### src/rtl/pe_pkg.sv
`default_nettype none
// ============================================================================
//  Module      : pe_pkg
//  Description : Shared types for the processing-element array and its edge
//                feeders: operand width, the {data, last} stream element and
//                the feeder state encoding.
//  Revision    : 1.0 - initial release
// ============================================================================
package pe_pkg;

  localparam int DATA_WIDTH = 8;

  // One element of the operand stream consumed on a PE a/b input. A set
  // last bit tells the PE this is the final k-step of the tile.
  typedef struct packed {
    logic [DATA_WIDTH-1:0] data;
    logic                  last;
  } matrix_data_t;

  typedef enum logic [1:0] {
    IDLE   = 2'd0,
    STREAM = 2'd1,
    FLUSH  = 2'd2
  } feeder_state_e;

endpackage
`default_nettype wire

### src/rtl/skew_delay_line.sv
`default_nettype none
// ============================================================================
//  Module      : skew_delay_line
//  Description : DEPTH-stage register pipeline for matrix_data_t elements.
//                Used once per feeder lane to build the diagonal skew.
//  Ports       : clk_i  - clock
//                rst_ni - asynchronous active-low reset, clears every stage
//                in_i   - element captured into stage 0 each cycle
//                out_o  - element leaving the last stage
//  Revision    : 1.0 - initial release
// ============================================================================
module skew_delay_line
  import pe_pkg::*;
#(
  parameter int DEPTH = 1
) (
  input  logic         clk_i,
  input  logic         rst_ni,
  input  matrix_data_t in_i,
  output matrix_data_t out_o
);

  matrix_data_t [DEPTH-1:0] stage_q;
  matrix_data_t [DEPTH-1:0] stage_d;

  always_comb begin
    stage_d    = stage_q;
    stage_d[0] = in_i;
    for (int s = 1; s < DEPTH; s++) begin
      stage_d[s] = stage_q[s-1];
    end
  end

  always_ff @(posedge clk_i or negedge rst_ni) begin
    if (!rst_ni) begin
      stage_q <= '0;
    end else begin
      stage_q <= stage_d;
    end
  end

  assign out_o = stage_q[DEPTH-1];

endmodule
`default_nettype wire

### src/rtl/systolic_feeder.sv
`default_nettype none
// ============================================================================
//  Module      : systolic_feeder
//  Description : Edge injector for the systolic array. Accepts one N-element
//                operand vector per k-step and drives N diagonally skewed
//                {data, last} lanes into the array edge; lane i lags lane 0
//                by i cycles. last marks the final k-step of the tile.
//  Ports       : clk_i        - clock
//                rst_ni       - asynchronous active-low reset
//                start_i      - start a tile (honoured in IDLE only)
//                k_len_i      - tile k-length, latched on start
//                vec_valid_i  - operand vector valid
//                vec_ready_o  - vector accepted this cycle when valid
//                vec_data_i   - lane i in bits [i*DATA_WIDTH +: DATA_WIDTH]
//                lane_o       - skewed streams to the array edge
//                busy_o       - tile in progress (STREAM or FLUSH)
//                done_o       - one-cycle pulse when lane N-1 carries last
//  Revision    : 1.0 - initial release
// ============================================================================
module systolic_feeder
  import pe_pkg::*;
#(
  parameter int N       = 4,
  parameter int K_MAX   = 16,
  parameter int K_WIDTH = $clog2(K_MAX + 1)
) (
  input  logic                    clk_i,
  input  logic                    rst_ni,
  input  logic                    start_i,
  input  logic [K_WIDTH-1:0]      k_len_i,
  input  logic                    vec_valid_i,
  output logic                    vec_ready_o,
  input  logic [N*DATA_WIDTH-1:0] vec_data_i,
  output matrix_data_t [N-1:0]    lane_o,
  output logic                    busy_o,
  output logic                    done_o
);

  localparam logic [1:0] S_IDLE   = IDLE;
  localparam logic [1:0] S_STREAM = STREAM;
  localparam logic [1:0] S_FLUSH  = FLUSH;

  localparam int                 FL_WIDTH = (N > 1) ? $clog2(N) : 1;
  localparam logic [FL_WIDTH-1:0] FL_LAST = FL_WIDTH'(N - 1);
  localparam logic [K_WIDTH-1:0]  K_LIMIT = K_WIDTH'(K_MAX);

  logic [1:0]          state_q,     state_d;
  logic [K_WIDTH-1:0]  k_q,         k_d;
  logic [K_WIDTH-1:0]  beat_cnt_q,  beat_cnt_d;
  logic [FL_WIDTH-1:0] flush_cnt_q, flush_cnt_d;

  logic                 beat_last;
  matrix_data_t [N-1:0] inject;

  assign beat_last = (beat_cnt_q == (k_q - K_WIDTH'(1)));

  always_comb begin
    state_d     = state_q;
    k_d         = k_q;
    beat_cnt_d  = beat_cnt_q;
    flush_cnt_d = flush_cnt_q;
    inject      = '0;  // bubble unless a beat is accepted this cycle

    case (state_q)
      S_IDLE: begin
        // Zero-length and oversized tiles are dropped silently.
        if (start_i && (k_len_i != '0) && (k_len_i <= K_LIMIT)) begin
          state_d    = S_STREAM;
          k_d        = k_len_i;
          beat_cnt_d = '0;
        end
      end

      S_STREAM: begin
        if (vec_valid_i) begin
          for (int i = 0; i < N; i++) begin
            inject[i].data = vec_data_i[i*DATA_WIDTH +: DATA_WIDTH];
            inject[i].last = beat_last;
          end
          if (beat_last) begin
            // Single-lane arrays need no flush: the last entry is already
            // on the only lane in the following cycle.
            state_d     = (N == 1) ? S_IDLE : S_FLUSH;
            flush_cnt_d = '0;
          end else begin
            beat_cnt_d = beat_cnt_q + K_WIDTH'(1);
          end
        end
      end

      S_FLUSH: begin
        // N flush cycles; the final one is the cycle lane N-1 shows last.
        if (flush_cnt_q == FL_LAST) begin
          state_d = S_IDLE;
        end else begin
          flush_cnt_d = flush_cnt_q + FL_WIDTH'(1);
        end
      end

      default: begin
        state_d = S_IDLE;
      end
    endcase
  end

  always_ff @(posedge clk_i or negedge rst_ni) begin
    if (!rst_ni) begin
      state_q     <= S_IDLE;
      k_q         <= '0;
      beat_cnt_q  <= '0;
      flush_cnt_q <= '0;
    end else begin
      state_q     <= state_d;
      k_q         <= k_d;
      beat_cnt_q  <= beat_cnt_d;
      flush_cnt_q <= flush_cnt_d;
    end
  end

  for (genvar i = 0; i < N; i++) begin : g_lane
    skew_delay_line #(
      .DEPTH (i + 1)
    ) u_skew (
      .clk_i  (clk_i),
      .rst_ni (rst_ni),
      .in_i   (inject[i]),
      .out_o  (lane_o[i])
    );
  end

  assign vec_ready_o = (state_q == S_STREAM);
  assign busy_o      = (state_q != S_IDLE);
  // last appears exactly once per tile on lane N-1, straight from a flop.
  assign done_o      = lane_o[N-1].last;

endmodule
`default_nettype wire

### config.mk
export PLATFORM = sky130hd
export DESIGN_NAME = systolic_feeder
export DESIGN_NICKNAME = d
export VERILOG_FILES = /design/src/rtl/pe_pkg.sv /design/src/rtl/skew_delay_line.sv /design/src/rtl/systolic_feeder.sv
export SDC_FILE = /design/constraint.sdc
export NUM_CORES = 1
export LEC_CHECK = 0
export CAP_MARGIN = 5
export CORE_MARGIN = 2
export CORE_UTILIZATION = 48
export CTS_CLUSTER_DIAMETER = 150
export DETAILED_ROUTE_END_ITERATION = 7
export PLACE_DENSITY = 0.83
export SKIP_CTS_REPAIR_TIMING = 1
export SYNTH_ARGS = -nofsm -noshare
export SYNTH_HDL_FRONTEND = slang
export SYNTH_SLANG_ARGS = --single-unit
### constraint.sdc
create_clock -name clk_i -period 2.3 [get_ports clk_i]
set_input_delay 0.345 -clock clk_i [delete_from_list [all_inputs] [get_ports clk_i]]
set_output_delay 0.345 -clock clk_i [all_outputs]
set_load 0.01 [all_outputs]
Yosys cells after proc, flatten, opt, wreduce, memory -nomap -nowiden --
Cells that the tools add are included.
Cells by class: $add $sub $neg 3, $mul 0, divide/modulo/power cells 0, magnitude comparators 1, equality and inequality tests 10, shift operators 0, muxes and demuxes 15, bitwise logic cells 0, reductions and logical operators 11
Operator list (count):
- 36-bit 2-to-1 mux | 2
- 5-bit 2-to-1 mux | 3
- 2-bit 2-to-1 mux | 7
- 4-bit AND reduction | 3
- 2-bit inequality test (second input constant) | 5
- 5-bit one-hot mux with 2 select lines | 1
- 2-bit one-hot mux with 3 select lines | 1
- 2-bit nonzero test | 3
- 5-bit by 1-bit adder with 5-bit output (second input constant) | 1
- 5-bit equality test | 1
- 5-bit <= comparator (second input constant) | 1
- 5-bit nonzero test | 1
- 5-bit by 1-bit subtractor with 5-bit output (second input constant) | 1
- 2-bit equality test (second input constant) | 2
- 2-bit one-hot mux with 2 select lines | 1
- 2-bit by 1-bit adder with 2-bit output (second input constant) | 1
- 2-bit by 1-bit equality test with 1-bit output (second input constant) | 1
- 1-bit logical AND | 2
- 2-bit logical NOT | 1
- 2-bit by 1-bit inequality test with 1-bit output (second input constant) | 1
- 2-bit AND reduction | 1
Word-level totals: register bits after elaboration 104, latch bits 0, memory bits (writable) 0, memory bits (read-only) 0, input port bits 41, output and inout bits 39, logic and storage cells 64, memories 0

Depth between registers and ports, before layout --
Gate-level depths: netlist (run 1).
depth after elaboration 5, gate-level depth with buffers 7, gate-level depth less buffers 7

Cells and area by module --
A second synthesis (run 1) with hierarchy kept.
Second synthesis, totals: cell total of the unflattened synthesis 203, area total of the unflattened synthesis 3288.2 sq um
Modules (own cells, without submodules):
- systolic_feeder | times used 1, cells each 113, area each 1036.0 sq um, sequential area each 350.3 sq um
- skew_delay_line at g_lane[3].u_skew | times used 1, cells each 36, area each 900.9 sq um, sequential area each 900.9 sq um
- skew_delay_line at g_lane[2].u_skew | times used 1, cells each 27, area each 675.6 sq um, sequential area each 675.6 sq um
- skew_delay_line at g_lane[1].u_skew | times used 1, cells each 18, area each 450.4 sq um, sequential area each 450.4 sq um
- skew_delay_line at g_lane[0].u_skew | times used 1, cells each 9, area each 225.2 sq um, sequential area each 225.2 sq um

Least setup slack after synthesis (run 1) --
OpenSTA, ideal clock, no wires.
path type register to register, from register k_q[0], to register beat_cnt_q[0], library setup time 0.120 ns, data arrival time 1.582 ns, required time 2.180 ns, path slack 0.599 ns, cell stages (with the launch flop) 8, path buffers 0, period minus slack after synthesis 1.701 ns, path through dfrtp_1 inv_1 ha_1 nand4bb_1 a211oi_2 o311ai_4 mux2i_1 a31o_1
On the way: longest elaborated chain between the ends 4
Ends and longest elaborated chain:
- from (decl) | RTL line systolic_feeder.sv:48 | logic [K_WIDTH-1:0] k_q, k_d;
- from (signal assigned) | RTL line systolic_feeder.sv:114 | k_q <= k_d;
- 5-bit by 1-bit subtractor with 5-bit output | RTL line systolic_feeder.sv:55 | assign beat_last = (beat_cnt_q == (k_q - K_WIDTH'(1)));
- 5-bit equality test | RTL line systolic_feeder.sv:55
- 2-bit inequality test (no line)
- 4-bit AND reduction (no line)
- to (signal assigned) | RTL line systolic_feeder.sv:115 | beat_cnt_q <= beat_cnt_d;
- to (decl) | RTL line systolic_feeder.sv:49 | logic [K_WIDTH-1:0] beat_cnt_q, beat_cnt_d;
Every way passes these cells. A chain may end at the register's enable or synchronous reset.

Worst setup path in the final report (run 1) --
from register state_q[1], to output busy_o
On the way: longest elaborated chain between the ends 1
Ends and longest elaborated chain:
- from (decl) | RTL line systolic_feeder.sv:47 | logic [1:0] state_q, state_d;
- from (signal assigned) | RTL line systolic_feeder.sv:113 | state_q <= state_d;
- 2-bit nonzero test | RTL line systolic_feeder.sv:132 | assign busy_o = (state_q != S_IDLE);
- to (decl) | RTL line systolic_feeder.sv:35 | output logic busy_o,
Every way passes these cells.

==> key figures, run 1 <==
Run status
  – Status: complete, but fails checks
  – Failing checks: DRC

Detailed routing
  – Total iterations of the first detailed-routing run: 8
  – Vias: 1762
  – Final wirelength: 5060 um
  – WL/cell: 13.6 um
  – Final ANT Viol Nets: 0
  – Vias per cell: 4.72
  – Starting DRT DRC Count: 48
  – DRC: 6

Power
  – Power density cells: 1030 nW/um2
  – Worst VDD drop: 0.537 mV
  – Leakage power total: 0.00200 uW

Floorplan
  – IO Pins: 80
  – Die area: 7360 um2
  – # rows: 29
  – Die height: 85.8 um
  – CORE AREA: 6420 um2
  – Starting Density: 0.500
  – Die Wd: 85.8 um

Logic synthesis
  – Flops & latches, synth: 98
  – Syn Inst Count: 207
  – Mapped cell area: 3210 um2
  – Syn avg cell area: 15.5 um2
  – Post-synthesis sequential area ratio: 0.764
  – Netlist cell types: 32
  – Synth Warn #: 0
  – Syn Nets: 251

STA
  – Sum of negative setup slack: 0 ns
  – Hold Slack: 0.350 ns
  – Achievable Freq: 516 MHz
  – Setup violations, final: 0
  – Clock skew: 0.0111 ns
  – Max-slew violation count: 0
  – Actual slew at the worst max-slew pin: 0.519 ns
  – Final hold vios: 0
  – Slew margin rel.: 0.653
  – Final Critical Period: 1.94 ns
  – Crit share post-route: 0.842
  – Unrepaired setup endpoints after global routing: false

Global routing
  – First-pass GRT wire length: 8510 um
  – Largest net degree at the start of global routing: 65
  – Overflow after GRT: 0
  – Initial antenna violation count: 0
  – Vias in the first global route: 1774
  – GRT Util Overall: 0.152

Critical path
  – Worst EP required: 1.96 ns
  – Critical Path Slowest Stage Cell: dfrtp_1
  – Crit start category: flip-flop
  – CP Class: reg -> out
  – Reg2Reg Depth: 7
  – Crit path arrival time: 1.59 ns
  – Cells along the critical path: nor2_1 -> inv_1 -> clkdlybuf4s50_1
  – Reg-to-reg slack, setup: 0.41 ns
  – Delay of the slowest critical-path stage: 0.54 ns
  – Worst setup EP type: primary output
  – Reg2reg start: k_q[0]
  – Reg-to-Reg End: beat_cnt_q[0]
  – CP Max Fanout: 11

Final layout
  – P&R area growth vs syn: 33.1%
  – Commonest non-fill, non-tap cells in the layout: dfrtp_1 (98), clkdlybuf4s50_1 (78), and2_1 (32), nand2_1 (9), clkbuf_8 (9)
  – Share of layout cells above drive strength 1: 0.105
  – Most common cell after layout, fill and taps aside: dfrtp_1
  – Nets: 335
  – Non-Filler Instances: 373
  – Number of diodes: 0

Clocking
  – CTS root buffer: clkbuf_8
  – Clock latency on the worst-skew pair: 0.35 ns
  – CTS tree: yes
  – Max Buffers Root-to-Sink: 2
  – Reg clk slew, reported paths: 0.10 ns
  – Clock sink count: 98
  – CTS Buf Count: 9
  – H-tree depth: 3

Placed design
  – Count of input and output buffers: 79
  – Gpl congestion: 0.695
  – Detail Placement HPWL: 3600 um
  – Dpl cells: 356

Hold path
  – HP Start: g_lane[3].u_skew.stage_d[17]
  – Worst Hold Path EP: g_lane[3].u_skew.stage_d[26]
  – Worst hold stages: 0
  – Min-Delay Path Class: reg -> reg

Job
  – Max cap viols: 0
==> worst max path at each step <==
stage,end,start,slack [ns],cells after the start
6_report,busy_o,state_q[1],0.36,3
5_1_grt,busy_o,state_q[1],0.25,3
4_1_cts,busy_o,state_q[1],0.34,3
3_5_place_dp,k_q[2],k_len_i[1],0.26,5
3_3_place_gp,k_q[0],k_len_i[1],0.30,5
2_1_floorplan,beat_cnt_q[0],k_q[0],0.60,7
==> synthesized netlist by cell type <==
cell type,instances,area share
or2b_1,1,0.0023
nor2b_1,1,0.0020
and3_1,2,0.0039
buf_6,1,0.0035
nor4_1,1,0.0020
nor2_2,1,0.0020
clkbuf_2,1,0.0016
or3_2,1,0.0023
inv_1,4,0.0047
nand3b_1,1,0.0023
a21boi_2,1,0.0035
nor3_1,2,0.0031
o21ai_0,4,0.0062
and2_1,32,0.062
xnor2_1,4,0.011
nand3_1,5,0.0078
xor2_1,3,0.0082
mux2_2,6,0.021
a31o_1,2,0.0055
ha_1,3,0.012
nand3_2,1,0.0031
a211oi_2,1,0.0039
a21oi_1,2,0.0031
buf_4,4,0.0094
o311ai_4,1,0.0082
clkbuf_1,3,0.0035
nor2_1,5,0.0058
mux2i_1,5,0.016
dfrtp_1,98,0.76
nand2_1,9,0.011
o31ai_1,1,0.0023
nand4bb_1,1,0.0035
==> registers in the layout, indices dropped and copies added (netlist names) <==
signal,count
g_lane.u_skew.stage_d,48
flush_cnt_q,2
state_q,2
beat_cnt_q,5
g_lane.u_skew.out_o,36
k_q,5
==> power breakdown <==
group,switching (uW),internal [uW],leakage (uW)
Clock,610,425,0.0000966
Sequential,205,2070,0.00128
Combinational,481,602,0.000625
==> per-layer routing <==
metal | vias up | GRT usage | wire [um]
li1 | 834 | - | -
met1 | 867 | 0.200 | 2200
met2 | 53 | 0.245 | 2540
met3 | 8 | 0.0423 | 242
met4 | 0 | 0.0519 | 73
met5 | - | 0 | 0
==> cell families after synthesis <==
logic type,Yosys count,synth area share
DFF,98,0.764
and+or+nand+nor,63,0.113
buffers and inverters,13,0.0226
AOI/OAI and AO/OA,12,0.0328
muxes,11,0.0366
xor gates and xnor gates,7,0.0191
adders and majority gates,3,0.0117
==> layout make-up <==
class | instances | area (um2)
clock buffers | 9 | 124
clock inverters | 7 | 72.6
fillers | 443 | 2150
inverters | 4 | 15.0
multi-input cells | 96 | 684
flip-flops and latches | 98 | 2450
well taps | 77 | 96.3
repair buffers | 82 | 826
==> metrics by stage <==
step                      setup slack (ns)  instance area (um2)   util  total power [uW]
after floorplan                      0.599                 3210      -              2930
after global placement               0.296                 4060  0.633              3350
final                                0.363                 4270  0.665              4400
after CTS                            0.344                 4260  0.663              4450
after detailed placement             0.263                 4060  0.633              3410
after global routing                 0.253                 4270  0.665              4660
==> worst max-delay path, delay by kind of cell (launching register included) <==
| family | cells | cell delay, ns |
|---|---|---|
| buffers and inverters | 2 | 0.59 |
| flip-flops | 1 | 0.54 |
| AND/OR/NAND/NOR | 1 | 0.12 |
Power figures use the tool's default switching activity.
==> run 2, diff against run 1 <==
--- a/config.mk
+++ b/config.mk
@@ -7,10 +7,10 @@
 export LEC_CHECK = 0
 export CAP_MARGIN = 5
 export CORE_MARGIN = 2
-export CORE_UTILIZATION = 48
+export CORE_UTILIZATION = 43
 export CTS_CLUSTER_DIAMETER = 150
 export DETAILED_ROUTE_END_ITERATION = 7
-export PLACE_DENSITY = 0.83
+export PLACE_DENSITY = 0.79
 export SKIP_CTS_REPAIR_TIMING = 1
 export SYNTH_ARGS = -nofsm -noshare
 export SYNTH_HDL_FRONTEND = slang
==> constraint.sdc (replaced) <==
create_clock -name clk_i -period 1.63 [get_ports clk_i]
set_input_delay 0.2445 -clock clk_i [delete_from_list [all_inputs] [get_ports clk_i]]
set_output_delay 0.2445 -clock clk_i [all_outputs]
set_load 0.01 [all_outputs]
==> key figures, run 2 (synthesis results as in run 1) <==
STA
  – Slew margin rel.: 0.618
  – Setup violations, final: 9
  – Max-slew violation count: 0
  – Final hold vios: 0
  – Crit share post-route: 1.11
  – Final Critical Period: 1.81 ns
  – Clock skew: 0.00630 ns
  – Actual slew at the worst max-slew pin: 0.571 ns
  – Final setup margin: -0.176 ns
  – Achievable Freq: 554 MHz
  – Unrepaired setup endpoints after global routing: true
  – Sum of negative setup slack: -1.05 ns

Clocking
  – CTS tree: yes
  – Reg clk slew, reported paths: 0.09 ns
  – CTS Buf Count: 9
  – H-tree depth: 3
  – Max Buffers Root-to-Sink: 2
  – Clock latency on the worst-skew pair: 0.35 ns
  – Clock sink count: 98
  – CTS root buffer: clkbuf_8

Hold path
  – Worst hold stages: 0
  – HP Start: g_lane[2].u_skew.stage_d[25]
  – Min-Delay Path Class: reg -> reg
  – Worst Hold Path EP: g_lane[2].u_skew.out_o[7]

Final layout
  – Most common cell after layout, fill and taps aside: dfrtp_1
  – P&R area growth vs syn: 40.6%
  – Number of diodes: 0
  – Nets: 349
  – Non-Filler Instances: 409
  – Layout Utilization: 0.622
  – Max FFs per register: 48
  – Share of layout cells above drive strength 1: 0.190
  – Commonest non-fill, non-tap cells in the layout: dfrtp_1 (96), clkdlybuf4s50_1 (76), and2_1 (32), buf_4 (14), clkbuf_8 (10)

Placed design
  – Pre-CTS setup slack: -0.334 ns
  – Dpl cells: 386
  – Gpl congestion: 0.739
  – Detail Placement HPWL: 3800 um
  – Count of input and output buffers: 79

Global routing
  – Overflow after GRT: 0
  – Vias in the first global route: 1897
  – GRT Util Overall: 0.149
  – Largest net degree at the start of global routing: 40
  – First-pass GRT wire length: 9330 um
  – Initial antenna violation count: 0

Critical path
  – Critical Path Slowest Stage Cell: o311ai_2
  – Critical path's top delay family: compound AO/OA/AOI/OAI gates
  – Crit start category: flip-flop
  – CP Max Fanout: 5
  – Crit path arrival time: 2.04 ns
  – Cells along the critical path: inv_2 -> ha_4 -> xor2_1 -> nor2_2 -> o311ai_2 -> nand3_1 -> mux2i_1
  – Delay of the slowest critical-path stage: 0.50 ns
  – Reg2Reg Depth: 7
  – Reg-to-reg slack, setup: -0.18 ns
  – Reg-to-Reg End: beat_cnt_q[2]
  – CP Class: reg -> reg
  – Worst setup EP type: flip-flop
  – Reg2reg start: k_q[1]
  – CP Buf/Inv Count: 1
  – Levels on crit path: 7
  – Worst EP required: 1.87 ns

Run status
  – Failing checks: setup timing
  – Status: complete, but fails checks

Detailed routing
  – Final wirelength: 5450 um
  – Vias per cell: 4.49
  – Starting DRT DRC Count: 18
  – Total iterations of the first detailed-routing run: 4
  – WL/cell: 13.3 um
  – Final ANT Viol Nets: 0
  – DRC: 0
  – Vias: 1836

Power
  – Net Sw Power: 2030 uW
  – Clock power frac: 0.219
  – Power density cells: 1480 nW/um2
  – P_int: 4670 uW
  – Switch share: 0.303
  – Sequential power share: 0.476
  – Part of the power in combinational logic: 0.305
  – Leakage power total: 0.00209 uW
  – Worst VDD drop: 0.986 mV

Floorplan
  – Die height: 90.4 um
  – CORE AREA: 7250 um2
  – IO Pins: 80
  – Die area: 8170 um2
  – Die Wd: 90.4 um
  – # rows: 31
  – Starting Density: 0.442

Job
  – Max cap viols: 0
run 2: worst reg2reg max path, cell delays in order (launching register included):
cell	delay (ns)
dfrtp_1	0.40
inv_2	0.07
ha_4	0.16
xor2_1	0.17
nor2_2	0.09
o311ai_2	0.50
nand3_1	0.15
mux2i_1	0.14
run 2: per-layer routing:
| metal | track usage | vias up | share of wire |
|---|---|---|---|
| met1 | 0.182 | 907 | 0.40 |
| met3 | 0.0584 | 8 | 0.052 |
| met5 | 0 | - | 0 |
| li1 | - | 869 | - |
| met4 | 0.0500 | 0 | 0.011 |
| met2 | 0.244 | 52 | 0.54 |
run 2: layout make-up:
| class | instances | area (um2) |
|---|---|---|
| clock inverters | 6 | 62.6 |
| repair buffers | 95 | 941 |
| clock buffers | 10 | 138 |
| fillers | 539 | 2740 |
| flip-flops and latches | 98 | 2450 |
| multi-input cells | 97 | 777 |
| well taps | 99 | 124 |
| inverters | 4 | 15.0 |
run 2: worst max-delay path by stage:
stage	start	to	slack [ns]
floorplan	k_q[0]	beat_cnt_q[0]	0.002
global placement	k_len_i[1]	k_q[2]	-0.28
detailed placement	k_len_i[1]	k_q[1]	-0.33
CTS	state_q[0]	vec_ready_o	-0.22
global route	k_q[0]	beat_cnt_q[2]	-0.27
finish	k_q[1]	beat_cnt_q[2]	-0.18
run 2: power by group through the flow:
stage | Sequential (uW) | Clock (uW) | Combinational, uW
finish | 3190 | 1470 | 2040
CTS | 3190 | 1540 | 1780
global placement | 3210 | 0 | 1710
detailed placement | 3250 | 0 | 1770
global route | 3260 | 1650 | 2220
floorplan | 3250 | 0 | 961
run 2: stage by stage:
step / area (um2) / hold slack (ns) / total power, uW
finish: 4510 / 0.350 / 6700
global route: 4510 / 0.351 / 7130
CTS: 4380 / -0.186 / 6510
detailed placement: 4180 / 0.217 / 5020
global placement: 4180 / 0.207 / 4920
floorplan: 3230 / -0.0511 / 4210
==> run 3, diff against run 2 <==
--- a/config.mk
+++ b/config.mk
@@ -11,6 +11,7 @@
 export CTS_CLUSTER_DIAMETER = 150
 export DETAILED_ROUTE_END_ITERATION = 7
 export PLACE_DENSITY = 0.79
+export SETUP_SLACK_MARGIN = 0.1
 export SKIP_CTS_REPAIR_TIMING = 1
 export SYNTH_ARGS = -nofsm -noshare
 export SYNTH_HDL_FRONTEND = slang
==> key figures, run 3 (synthesis results as in run 1) <==
Clocking
  – CTS Buf Count: 9
  – Reg clk slew, reported paths: 0.10 ns
  – CTS tree: yes
  – Clock sink count: 98
  – Clock latency on the worst-skew pair: 0.35 ns
  – Max Buffers Root-to-Sink: 2
  – CTS root buffer: clkbuf_8
  – H-tree depth: 3

Critical path
  – Cells along the critical path: inv_2 -> ha_4 -> xnor2_2 -> a211oi_2 -> o311ai_4 -> buf_12 -> mux2i_1 -> a31o_1
  – Critical Path Slowest Stage Cell: dfrtp_1
  – Crit path arrival time: 2.02 ns
  – Worst setup EP type: flip-flop
  – Delay of the slowest critical-path stage: 0.40 ns
  – CP Buf/Inv Count: 2
  – Worst EP required: 1.87 ns
  – CP Max Fanout: 10
  – Critical path's top delay family: compound AO/OA/AOI/OAI gates
  – Crit start category: flip-flop
  – CP Class: reg -> reg

Power
  – Clock power frac: 0.220
  – P_int: 4570 uW
  – Power density cells: 1450 nW/um2
  – Switch share: 0.295
  – Worst VDD drop: 0.736 mV
  – Net Sw Power: 1910 uW
  – Tot Pwr: 6480 uW
  – Leakage power total: 0.00214 uW
  – Part of the power in combinational logic: 0.288
  – Sequential power share: 0.492

Floorplan
  – IO Pins: 80
  – Die Wd: 90.4 um
  – # rows: 31
  – Die height: 90.4 um
  – Die area: 8170 um2
  – CORE AREA: 7250 um2
  – Starting Density: 0.442

Global routing
  – Busiest metal layer after global routing: met2
  – Met1 Usage GRT: 0.180
  – Global-route met2 utilization: 0.252
  – Initial antenna violation count: 0
  – Overflow after GRT: 0
  – First-pass GRT wire length: 9360 um
  – Vias in the first global route: 1981
  – GRT met3 Usage: 0.0334
  – GRT Util Overall: 0.147
  – Largest net degree at the start of global routing: 32

Run status
  – Status: complete, but fails checks
  – Failing checks: setup timing

Detailed routing
  – DRC: 0
  – Vias: 1846
  – Final ANT Viol Nets: 0
  – Starting DRT DRC Count: 25
  – Final wirelength: 5440 um
  – Vias per cell: 4.51
  – Total iterations of the first detailed-routing run: 4
  – WL/cell: 13.3 um

STA
  – Clock skew: 0.00839 ns
  – Slew margin rel.: 0.735
  – Final hold vios: 0
  – Final Critical Period: 1.78 ns
  – Max-slew violation count: 0
  – Unrepaired setup endpoints after global routing: true
  – Sum of negative setup slack: -0.815 ns
  – Setup violations, final: 9
  – Achievable Freq: 561 MHz
  – Crit share post-route: 1.09
  – Final setup margin: -0.154 ns
  – Actual slew at the worst max-slew pin: 0.397 ns

Hold path
  – Min-Delay Path Class: in -> async

Final layout
  – Number of diodes: 0
  – Max FFs per register: 48
  – Filler cells: 572
  – Share of layout cells above drive strength 1: 0.171
  – P&R area growth vs syn: 38.9%
  – Commonest non-fill, non-tap cells in the layout: dfrtp_1 (96), clkdlybuf4s50_1 (73), and2_1 (32), buf_4 (15)
  – Final Cell Area: 4460 um2
  – Most common cell after layout, fill and taps aside: dfrtp_1
  – Nets: 349
  – Layout Utilization: 0.615

Placed design
  – Gpl congestion: 0.781
  – Detail Placement HPWL: 3980 um
  – Placed Area: 4190 um2
  – Count of input and output buffers: 79

Job
  – Max cap viols: 0
run 3: per-stage QoR:
step,setup WS (ns),cells,hold slack (ns)
CTS,-0.237,405,-0.202
global placement,-0.295,389,0.186
floorplan,0.00256,207,-0.0511
detailed placement,-0.329,389,0.189
finish,-0.154,409,0.348
global route,-0.229,409,0.353
run 3: path summary, 6_finish.rpt:
check / startpoint / endpoint / slack, ns / cells after the start
max in group asynchronous: rst_ni / state_q[0] / 0.72 / 3
hold reg to reg: g_lane[3].u_skew.stage_d[34] / g_lane[3].u_skew.out_o[7] / 0.35 / 0
setup reg to reg: k_q[1] / beat_cnt_q[0] / -0.15 / 8
min in group clk_i: g_lane[3].u_skew.stage_d[34] / g_lane[3].u_skew.out_o[7] / 0.35 / 0
setup / recovery: k_q[1] / beat_cnt_q[0] / -0.15 / 8
hold / removal: rst_ni / g_lane[3].u_skew.out_o[0] / 0.35 / 2
run 3: power groups by stage:
| stage | registers (uW) | clock network [uW] | logic, uW |
|---|---|---|---|
| 2_1_floorplan | 3250 | 0 | 961 |
| 3_3_place_gp | 3200 | 0 | 1740 |
| 6_report | 3190 | 1430 | 1860 |
| 5_1_grt | 3260 | 1580 | 2030 |
| 4_1_cts | 3190 | 1490 | 1810 |
| 3_5_place_dp | 3240 | 0 | 1800 |
run 3: layout make-up:
class	instances	area (um2)	area share
clock buffers	9	124	0.0278
multi-input cells	96	718	0.161
inverters	4	15.0	0.00337
well taps	99	124	0.0278
flip-flops and latches	98	2450	0.551
clock inverters	7	66.3	0.0149
repair buffers	96	956	0.214
run 3: per-layer routing:
layer | up-vias | part of all wire
li1 | 861 | -
met1 | 923 | 0.40
met2 | 51 | 0.53
met3 | 11 | 0.040
met4 | 0 | 0.021
met5 | - | 0
==> RTL edit 1: new RTL, settings of run 2 <==
Reset style: synchronous (`rst_ni`), changed in 2 clocked blocks. Comments in the files are not updated.
--- a/src/rtl/skew_delay_line.sv
+++ b/src/rtl/skew_delay_line.sv
@@ -31,7 +31,7 @@
     end
   end
 
-  always_ff @(posedge clk_i or negedge rst_ni) begin
+  always_ff @(posedge clk_i) begin
     if (!rst_ni) begin
       stage_q <= '0;
     end else begin
--- a/src/rtl/systolic_feeder.sv
+++ b/src/rtl/systolic_feeder.sv
@@ -103,7 +103,7 @@
     endcase
   end
 
-  always_ff @(posedge clk_i or negedge rst_ni) begin
+  always_ff @(posedge clk_i) begin
     if (!rst_ni) begin
       state_q     <= S_IDLE;
       k_q         <= '0;
Function: differs if rst_ni is asserted again (counterexample within 4 cycles, from zero or initial values and one cycle with rst_ni low); with rst_ni held inactive, the same outputs for 10 cycles.
==> RTL edit 1 against run 2 <==
The flow still finishes with violations (negative setup slack). Critical path depth did not move. Design area fell by 4.2%. Sequential cell count did not move. Clock skew rose by 0.0043 ns. Worst setup slack improved by 0.0044 ns. Routed wire length fell by 1.9%. Area after synthesis fell by 3.6%. Critical endpoint is now beat_cnt_q[2]$_SDFFE_PN0P_. Highest routed layer unchanged.
Power is not compared: it rests on default switching activity, and its combinational part moved more than twofold at a synthesized area within 25%.
==> RTL edit 1: results (changes against run 2) <==
Synth cell types: 34 (+6.3%)
syn_nets: 316 (+26%)
FF-to-FF Start: k_q[0]$_SDFFE_PN0P_
Placer Congestion: 0.7292 (-1.3%)
failing checks: negative setup slack
final net count: 407 (+17%)
worst clock skew: 0.01064 ns (+0.004344 ns)
Avg Vias per Cell: 4.388 (-2.3%)
largest net degree at the start of global routing: 41 (+2.5%)
run status: finished with violations
dpl cell area: 4094 um^2 (-2.2%)
Crit path arrival time: 2.10 ns (+0.06 ns)
Critical-path top delay cell: or4b_1
critical register-to-register path endpoint: beat_cnt_q[2]$_SDFFE_PN0P_
ys flop type: dfxtp_1
DR WL/cell: 11.52 um (-14%)
HP Class: in -> reg
Post-synth ARST share: 0% (-100 points)
Top Family by Delay on Critical Path: simple AND/OR/NAND/NOR gates
first-pass GRT wire length: 8197 um (-12%)
layout cells sized above 1: 12.50% (-6.5 points)
commonest cells in the netlist: 98 x dfxtp_1, 85 x and2_1, 10 x clkbuf_1
Hold EP: state_q[1]$_SDFFE_PN0P_
Place WS: -0.3595 ns (-0.02595 ns)
maximum clock insertion buffer count: 2 (unchanged)
hold_sp: rst_ni
HPWL after detailed placement: 3687 um (-2.9%)
post-synthesis sequential area ratio: 63.43% (-13 points)
drt initial violations: 35 (+17)
synth top area cells: dfxtp_1 63%, and2_1 17%, nor2b_1 1.8%, mux2i_1 1.3%, clkbuf_1 1.2%
Total GRT Usage: 13.96% (-0.95 points)
final worst slack: -0.1714 ns (+0.004392 ns)
Worst Tran Pin Value: 0.4068 ns (-0.1639 ns)
Largest register FFs: 49 (+2.1%)
share of the synthesized area in the top cell type: 63.43% (-13 points)
final setup vio count: 10 (+1)
[RTL edit 1: cell count changes after synthesis, sizes merged, moves of 4 or more]
cell,before,now
and2,32,85
clkbuf,4,10
mux2,6,0
o211ai,0,4
dfxtp,0,98
dfrtp,98,0
nand4,0,4
nor2b,1,9
[RTL edit 1: power by group through the flow]
stage	clock (mW)	combinational [mW]	sequential [mW]
after floorplan	0	0.115	2.49
after global placement	0	0.277	2.49
after detailed placement	0	0.284	2.49
after CTS	1.61	0.285	2.44
after global routing	1.69	0.312	2.44
final	1.55	0.284	2.44
[RTL edit 1: cell families after synthesis]
family	after synthesis	share of synthesized area [%]
buffers and inverters	18	2.670
muxes	4	1.295
AOI/OAI and AO/OA	16	4.005
xor gates and xnor gates	6	1.699
and+or+nand+nor	127	25.69
DFF	98	63.43
adders and majority gates	3	1.214
[RTL edit 1: routing by layer]
metal | GRT usage (%) | vias up | wire length [um]
met5 | 0 | - | 0
met4 | 6.612 | 0 | 75
met3 | 6.343 | 8 | 384
met2 | 23.88 | 59 | 2614
met1 | 14.55 | 919 | 2272
li1 | - | 1050 | -
[RTL edit 1: metrics by stage]
step	power [mW]	std cells	TNS [ns]	hold WS, ns
CTS	4.331	464	-1.796	0.3477
detailed placement	2.776	448	-3.849	0.4177
global route	4.448	464	-2.108	0.3594
floorplan	2.608	272	-0.1282	0.3662
finish	4.272	464	-1.161	0.3586
global placement	2.768	448	-3.167	0.4129
[RTL edit 1: layout make-up]
cell class,count,area (um^2)
inverter,4,15.01
tap,96,120.1
fill,575,2549
multi-input combinational,156,1104
clock buffer,10,127.6
timing repair buffer,94,915.9
clock inverter,6,73.82
sequential,98,1964
==> RTL edit 2: new RTL, config.mk and constraints of run 2 <==
Without the edit above. Set the parameter `K_MAX` to 32 (it was 16).
--- a/src/rtl/systolic_feeder.sv
+++ b/src/rtl/systolic_feeder.sv
@@ -21,7 +21,7 @@
   import pe_pkg::*;
 #(
   parameter int N       = 4,
-  parameter int K_MAX   = 16,
+  parameter int K_MAX   = 32,
   parameter int K_WIDTH = $clog2(K_MAX + 1)
 ) (
   input  logic                    clk_i,
Ports: changed (resized k_len_i); port bits go from 80 to 81. The function was not compared with the original's and may differ.
==> RTL edit 2 against run 2 <==
The flow still finishes with violations (negative setup slack). Die area grew 7.1%. Synthesized cell count is 13% higher. Combinational power grew 48%. Worst setup slack got worse by 0.088 ns. Sequential cell count grew 2. Total power up 18%. Area after synthesis up 7.5%. Count of clock-buffer cells in the layout down 1. Critical endpoint is now beat_cnt_q[4]$_DFFE_PN0P_. Design area grew 10%. Routed wire length is 25% higher. Critical path type unchanged. First-iteration DRC count increased by 130%. Largest power group unchanged.
==> RTL edit 2: results (changes against run 2) <==
Synth cell types: 41 (+28%)
cells on worst reg2reg path: 8 (+1)
drt initial violations: 42 (+24)
leak pwr: 2.416 nW (+15%)
worst clock skew: 0.01294 ns (+0.006639 ns)
synth top area cells: dfrtp_1 73%, and3_1 6.0%, mux2_4 2.6%, mux2i_1 1.5%, ha_1 1.1%
syn_nets: 278 (+11%)
hold_sp: k_len_i[3]
first-pass GRT wire length: 10620 um (+14%)
critical register-to-register path endpoint: beat_cnt_q[4]$_DFFE_PN0P_
Int Power: 5.383 mW (+15%)
DR WL/cell: 14.92 um (+12%)
Total GRT Usage: 16.02% (+1.1 points)
worst hold path depth: 2 (+2)
dpl cell area: 4622 um^2 (+10%)
Avg Inst Size Synth: 14.80 um^2 (-4.5%)
failing checks: negative setup slack
setup_tns: -2.082 ns (-1.032 ns)
post-synthesis sequential area ratio: 72.54% (-3.9 points)
final worst slack: -0.2634 ns (-0.08765 ns)
layout cells sized above 1: 25.21% (+6.2 points)
Critical-path top delay cell: dfrtp_1
Avg Vias per Cell: 4.835 (+7.7%)
run status: finished with violations
vias in the first global route: 2188 (+15%)
final setup vio count: 11 (+2)
RTL edit 2: power by group through the flow:
| stage | Combinational, mW | Clock [mW] | Sequential, mW |
|---|---|---|---|
| after CTS | 2.76 | 1.65 | 3.31 |
| after floorplan | 1.48 | 0 | 3.37 |
| after global routing | 3.29 | 1.76 | 3.37 |
| after detailed placement | 2.75 | 0 | 3.37 |
| after global placement | 2.67 | 0 | 3.32 |
| final | 3.02 | 1.61 | 3.31 |
RTL edit 2: critical path: cells and delay by family (launching register included):
kind                       cells  cell delay (ns)
and+or+nand+nor                2             0.46
DFF                            1             0.44
AOI/OAI and AO/OA              2             0.39
buffers and inverters          2             0.21
adders and majority gates      1             0.16
muxes                          1             0.12
RTL edit 2: area by class of cell:
class,count,area (um^2)
fill,597,2783
sequential,100,2507
timing repair buffer,115,1111
multi-input combinational,116,1005
tap,102,127.6
clock buffer,9,123.9
clock inverter,6,83.83
inverter,7,26.28
RTL edit 2: kinds of logic after synthesis:
family	Yosys count	synth area share, %
fa+ha+maj	3	1.088
xor+xnor	6	1.523
buf+inv	18	2.866
mux	11	4.063
compound gates	21	4.462
simple gates	74	13.46
flops	100	72.54
RTL edit 2: metrics by stage:
step / total power, mW / setup WS, ns / hold WS (ns)
after floorplan: 4.844 / -0.1834 / -0.05109
after global placement: 5.985 / -0.5783 / 0.2053
after detailed placement: 6.118 / -0.6433 / 0.2135
after CTS: 7.732 / -0.4009 / -0.1958
after global routing: 8.414 / -0.3156 / 0.1614
final: 7.931 / -0.2634 / 0.1517
RTL edit 2: worst max-delay path by stage:
stage                                 from                        end  slack [ns]  cells after the start
finish                  k_q[1]$_DFFE_PN0P_  beat_cnt_q[4]$_DFFE_PN0P_       -0.26                      8
global route            k_q[1]$_DFFE_PN0P_  beat_cnt_q[4]$_DFFE_PN0P_       -0.32                      8
CTS                 state_q[0]$_DFFE_PN0P_                vec_ready_o       -0.40                      2
detailed placement              k_len_i[0]  beat_cnt_q[3]$_DFFE_PN0P_       -0.64                      6
global placement                k_len_i[0]         k_q[2]$_DFFE_PN0P_       -0.58                      5
floorplan                       k_len_i[0]         k_q[0]$_DFFE_PN0P_       -0.18                      5
RTL edit 2: per-layer routing:
layer	part of all wire (%)	up-vias	global-route usage, %
met3	4.8	8	3.948
met5	0	-	0
met4	1.4	0	6.763
met1	43	1093	20.29
met2	50	69	26.38
li1	-	1030	-
